--- config.mk ---
export PLATFORM = sky130hd
export DESIGN_NAME = hmmm_boot_mem
export DESIGN_NICKNAME = d
export VERILOG_FILES = /design/src/rtl/hmmm_boot_mem.sv
export SDC_FILE = /design/constraint.sdc
export NUM_CORES = 2
export LEC_CHECK = 0
export CORE_MARGIN = 2
export CORE_UTILIZATION = 30
export CTS_CLUSTER_DIAMETER = 40
export DETAILED_ROUTE_END_ITERATION = 6
export PLACE_DENSITY = 0.51
export SLEW_MARGIN = 20
export SYNTH_ARGS = -nofsm -noshare
export SYNTH_HDL_FRONTEND = slang
export SYNTH_SLANG_ARGS = --single-unit
--- constraint.sdc ---
create_clock -name clk -period 16.9 [get_ports clk]
set_input_delay 3.38 -clock clk [delete_from_list [all_inputs] [get_ports clk]]
set_output_delay 3.38 -clock clk [all_outputs]
set_load 0.05 [all_outputs]
--- src/rtl/hmmm_boot_mem.sv ---
// HMMM unified 256 x 15-bit memory with a length-prefixed byte-stream boot loader.
// The core is held in reset while an image streams in, then it gets combinational reads and byte stores.
module hmmm_boot_mem #(
    parameter int ADDR_W = 8,
    parameter int HI_W   = 7,
    parameter int LO_W   = 8
) (
    input  logic                   clk,
    input  logic                   reset,
    input  logic                   ld_valid,
    output logic                   ld_ready,
    input  logic [LO_W-1:0]        ld_data,
    input  logic                   ld_start,
    output logic                   cpu_hold,
    input  logic [ADDR_W-1:0]      cpu_adr,
    input  logic                   cpu_we,
    input  logic [LO_W-1:0]        cpu_wdata,
    output logic [HI_W+LO_W-1:0]   cpu_rdata,
    output logic [ADDR_W:0]        ld_count
);

    localparam int DEPTH = 1 << ADDR_W;

    typedef enum logic [1:0] {ST_CNT, ST_HI, ST_LO, ST_RUN} state_t;

    state_t                  state;
    logic [ADDR_W-1:0]       ptr;
    logic [ADDR_W:0]         remaining;
    logic [HI_W-1:0]         hi_reg;
    logic [HI_W+LO_W-1:0]    mem [DEPTH];
    logic                    loader_we;
    logic                    store_we;

    // Loader and core never write in the same cycle: one is only active in LO, the other only in RUN.
    assign loader_we = reset && (state == ST_LO) && ld_valid;
    assign store_we  = reset && (state == ST_RUN) && cpu_we;

    // NOTE: sequential state uses non-blocking assignments so every flop samples pre-edge values.
    always_ff @(posedge clk) begin
        if (!reset) begin
            state     <= ST_CNT;
            cpu_hold  <= 1'b1;
            ld_ready  <= 1'b1;
            ld_count  <= '0;
            ptr       <= '0;
            remaining <= '0;
        end else begin
            case (state)
                ST_CNT: if (ld_valid) begin
                    // A count byte of zero means a full-depth image.
                    remaining <= (ld_data == '0) ? (ADDR_W+1)'(DEPTH) : (ADDR_W+1)'(ld_data);
                    ptr       <= '0;
                    ld_count  <= '0;
                    state     <= ST_HI;
                end
                ST_HI: if (ld_valid) begin
                    hi_reg <= ld_data[HI_W-1:0];
                    state  <= ST_LO;
                end
                ST_LO: if (ld_valid) begin
                    ptr       <= ptr + 1'b1;
                    remaining <= remaining - 1'b1;
                    ld_count  <= ld_count + 1'b1;
                    if (remaining == (ADDR_W+1)'(1)) begin
                        state    <= ST_RUN;
                        cpu_hold <= 1'b0;
                        ld_ready <= 1'b0;
                    end else begin
                        state <= ST_HI;
                    end
                end
                ST_RUN: if (ld_start) begin
                    state    <= ST_CNT;
                    cpu_hold <= 1'b1;
                    ld_ready <= 1'b1;
                    ld_count <= '0;
                end
                default: state <= ST_CNT;
            endcase
        end
    end

    // NOTE: the memory array has no reset; an abandoned load keeps whatever it already wrote.
    always_ff @(posedge clk) begin
        if (loader_we)
            mem[ptr] <= {hi_reg, ld_data};
        if (store_we)
            mem[cpu_adr][LO_W-1:0] <= cpu_wdata;
    end

    assign cpu_rdata = mem[cpu_adr];

endmodule
# == Word level (Yosys, flattened, before mapping) ==
# Memories as Yosys holds them, arrays and structs flattened.
# Index checks and enable logic that the tools add are counted.
# op_classes
add_sub_neg,3
eq_ne,9
muxes,28
reduce_logical,15
# op_table
op,n
9-bit 2-to-1 mux,6
9-bit one-hot mux with 3 select lines,1
8-bit 2-to-1 mux,3
9-bit one-hot mux with 2 select lines,1
8-bit one-hot mux with 2 select lines,1
15-bit 2-to-1 mux,1
15-bit OR reduction,1
2-bit 2-to-1 mux,6
4-bit AND reduction,3
"9-bit by 1-bit adder with 9-bit output, second input constant",1
"9-bit by 1-bit == test with 1-bit output, second input constant",1
"9-bit by 1-bit subtractor with 9-bit output, second input constant",1
"8-bit by 1-bit adder with 8-bit output, second input constant",1
8-bit zero test,1
"2-bit inequality test, second input constant",4
2-bit one-hot mux with 4 select lines,1
1-bit 2-to-1 mux,7
3-bit AND reduction,2
"2-bit == test, second input constant",2
1-bit logical AND,4
2-bit nonzero test,2
3-bit nonzero test,1
"2-bit by 1-bit == test with 1-bit output, second input constant",1
2-bit zero test,1
2 further kinds,2
# totals
ff_bits,36
mem_bits_rw,3840
inputBits,29
output_inout_bits,26
n_memories,1
# memory_table
memory,words,word_bits,read_ports,rd_clocked_by_memory_dff,wr,line,text
mem,256,15,1,0,1,30,logic [HI_W+LO_W-1:0] mem [DEPTH];

# == Logic depth before layout (Yosys ltp) ==
# logic_depth
ltp_word,7
ltp_mapped,12

# == Worst setup path after synthesis ==
# No wires, ideal clock.
# synth_timing
path_kind,input port to output port
startpoint,in cpu_adr[0]
endpoint,out cpu_rdata[10]
arrival_ns,6.293
required_ns,13.520
path_slack_ns,7.227
stages,11
n_path_buf,5
cell_sequence,buf_6 > buf_12 > buf_12 > buf_8 > buf_8 > mux2i_1 > o22ai_1 > a211oi_1 > o32ai_1 > nor3_1 > nor4_1
# synth_between
elab_chain_cells,1
# synth_lines
element,line,text
start: declaration,15,"input logic [ADDR_W-1:0] cpu_adr,"
memory 256 x 15 bit,-,
end: declaration,18,"output logic [HI_W+LO_W-1:0] cpu_rdata,"
# No other way between the ends.

# == Worst setup path in the final report ==
# layout_timing
startpoint,in cpu_adr[3]
endpoint,out cpu_rdata[10]
# Same word-level chain as after synthesis.

==> impl_metrics.env <==
export IMPL_postRouteAntennaNets=0
export IMPL_rsz0062_at_grt="false"
export IMPL_die_h_um=711
export IMPL_syn_num_nets=7119
export IMPL_fin_nets=7390
export IMPL_regMostFlops="mem"
export IMPL_leakage_nw=53.2
export IMPL_crit_fanout=41
export IMPL_core_um2=497000
export IMPL_first_pass_iters=6
export IMPL_synth_edf_count=3847
export IMPL_ys_async_sr_fraction_pct=0
export IMPL_drc=0
export IMPL_drive_gt1_share_pct=25.2
export IMPL_yosysUniqueCellTypes=63
export IMPL_nFillCells=45800
export IMPL_syn2layout_area_growth_pct=16.7
export IMPL_path_class="input port to output pin"
export IMPL_final_setup_viol_count=0
export IMPL_critPathLaunchType="input port"
export IMPL_largest_register_ffs=3840
export IMPL_grt_overflow_total=0
export IMPL_grtUsageTotal_pct=16.0
export IMPL_wirelength_um=414000
export IMPL_syn_inst=7086
export IMPL_synth_xor_area_share_pct=0.0643
export IMPL_worst_slew_pin_slew_ns=1.22
export IMPL_cts_buffers=520
export IMPL_max_freq_mhz=81.4
export IMPL_cts_root_buf="clkbuf_16"
export IMPL_top_regs="mem: 3840 flops, ld_count: 9 flops, remaining: 9 flops"
export IMPL_utilization_pct=35.2
export IMPL_ys_flop_type="edfxtp_1"
export IMPL_antenna_found_initial=25
export IMPL_drt_initial_drc_count=8026
export IMPL_die_area_um2=505000
export IMPL_synth_area_top_cells="edfxtp_1, mux4_2, nor2_1"
export IMPL_postCtsSetupBuffers=0
export IMPL_fin_skew_ns=0.0302
export IMPL_synth_simple_area_share_pct=2.80
export IMPL_placementRows=259
export IMPL_hold_slack_ns=0.488
export IMPL_cts_resized=0
export IMPL_hold_viol=0
export IMPL_cts_path_max_buffers=4
export IMPL_cp_required_ns=13.52
export IMPL_grt_pass1_vias=75500
export IMPL_final_instance_count_excl_fill=14400
export IMPL_yosysTopAreaCellShare_pct=77.1
export IMPL_hold_class="flop to flop"
export IMPL_place_port_buffers=54
export IMPL_postCtsHoldBufs=0
export IMPL_period_share_pct=72.7
export IMPL_tns_ns=0
export IMPL_place_inst=13500
export IMPL_outcome="complete, no violations"
export IMPL_drv_cap=0
export IMPL_dp_hpwl_um=245000
export IMPL_yosys_mux_area_fraction_pct=14.6
export IMPL_syn_avg_cell_area_um2=21.1
export IMPL_synth_largest_area_cell="edfxtp_1"
export IMPL_clock_sinks=3876
export IMPL_htree_levels=6
export IMPL_grt_pass1_wl_um=584000
export IMPL_grt_max_degree=201
export IMPL_cts_tree="done"
export IMPL_critPathCaptureType="output pin"
export IMPL_synth_compound_area_share_pct=3.12
export IMPL_routedWlPerCell_um=28.7
export IMPL_synth_seq_cells=3876
export IMPL_path_clk_slew_ns=0.05
export IMPL_clk_latency_ns=1.01
export IMPL_synth_adder_area_share_pct=0.0334
export IMPL_yosysMostFrequentCell="edfxtp_1"
export IMPL_finalMaxSlewViolations=0
export IMPL_io_pins=55
export IMPL_ir_drop_uv=105
export IMPL_fin_crit_ns=12.28
export IMPL_dr_total_vias=73800
export IMPL_vias_per_cell=5.11
export IMPL_die_w_um=711
export IMPL_ys_top_cells_by_count="edfxtp_1, mux4_2, nor2_1"
export IMPL_ys_warn_count=0
export IMPL_yosysSeqAreaShare_pct=77.5
export IMPL_start_util_pct=30.1
export IMPL_power_density_nw_per_um2=127
export IMPL_arrival_ns=8.90
export IMPL_synth_top_family_by_area="multiplexers"
export IMPL_syn_area_um2=150000
export IMPL_total_power_mw=22.2
export IMPL_gp_congestion=0.789
export IMPL_maxSlewHeadroom_pct=18.8
[cell type report]
class | instances | area (um^2) | area share, %
multi-input combinational | 2742 | 31400 | 17.9
timing repair buffer | 211 | 1980 | 1.13
tap | 6655 | 8330 | 4.76
clock inverter | 345 | 3500 | 2.00
antenna | 7 | 17.5 | 0.0100
inverter | 6 | 22.5 | 0.0129
sequential | 3876 | 116000 | 66.4
clock buffer | 593 | 13600 | 7.77
[cell usage in the layout (no fill, tap or decap), types with 29 or more instances in the layout]
| cell | n |
|---|---|
| clkinvlp_4 | 54 |
| clkinv_4 | 30 |
| nor2_1 | 537 |
| mux2i_1 | 180 |
| clkinv_1 | 56 |
| inv_6 | 53 |
| a21oi_1 | 92 |
| edfxtp_1 | 3847 |
| o21ai_0 | 37 |
| clkbuf_16 | 534 |
| bufinv_16 | 42 |
| nor3_1 | 113 |
| o22ai_1 | 226 |
| nand2_1 | 76 |
| mux4_2 | 884 |
| a211oi_1 | 86 |
| nor2b_1 | 34 |
| clkinv_2 | 80 |
| buf_4 | 139 |
| dfxtp_1 | 29 |
| clkbuf_1 | 59 |
| nor4_1 | 44 |
| clkdlybuf4s50_1 | 50 |
| a22oi_1 | 148 |
[critical path: stages]
cell and delay, ns:
buf_4 0.51, buf_4 0.63, and2_4 0.70, buf_4 0.70, a22oi_1 0.19, a21oi_1 0.46, nor4_1 0.25, nor4_1 0.79
buf_4 0.28, clkdlybuf4s50_1 0.82
[report_power, final]
group          switching [mW]  internal (mW)  total (mW)
clock                    4.26           6.49        10.8
combinational           0.625          0.307       0.932
sequential            0.00392           10.5        10.5
[through the flow]
stage	instance area, um^2	worst slack [ns]
6_report	175000	4.62
3_5_place_dp	158000	4.50
3_3_place_gp	158000	4.19
4_1_cts	175000	4.49
2_1_floorplan	150000	7.23
5_1_grt	175000	4.55
[kinds of logic after synthesis]
family,count (synthesis)
AND/OR/NAND/NOR,950
XOR/XNOR,11
adder cells (fa/ha/maj),4
flip-flops,3876
AO/OA/AOI/OAI,696
multiplexers,1081
buffers and inverters,468
[final timing paths]
path | slack [ns] | from | cells after the start | endpoint
setup / recovery | 4.62 | cpu_adr[3] | 10 | cpu_rdata[10]
hold / removal | 0.49 | remaining[1] | 2 | remaining[1]
setup reg to reg | 11.79 | state[1] | 6 | mem[34][9]
hold reg to reg | 0.49 | remaining[1] | 2 | remaining[1]
[metal layers]
| metal | routed length, um | up-vias | track usage, % | part of all wire (%) |
|---|---|---|---|---|
| li1 | - | 30400 | - | - |
| met3 | 26800 | 601 | 2.65 | 6.5 |
| met5 | 33 | - | 0 | 0.0080 |
| met1 | 176000 | 40200 | 22.1 | 42 |
| met4 | 10700 | 6 | 4.26 | 2.6 |
| met2 | 201000 | 2587 | 26.4 | 49 |
Note: power is estimated with default switching activity, not from simulation.
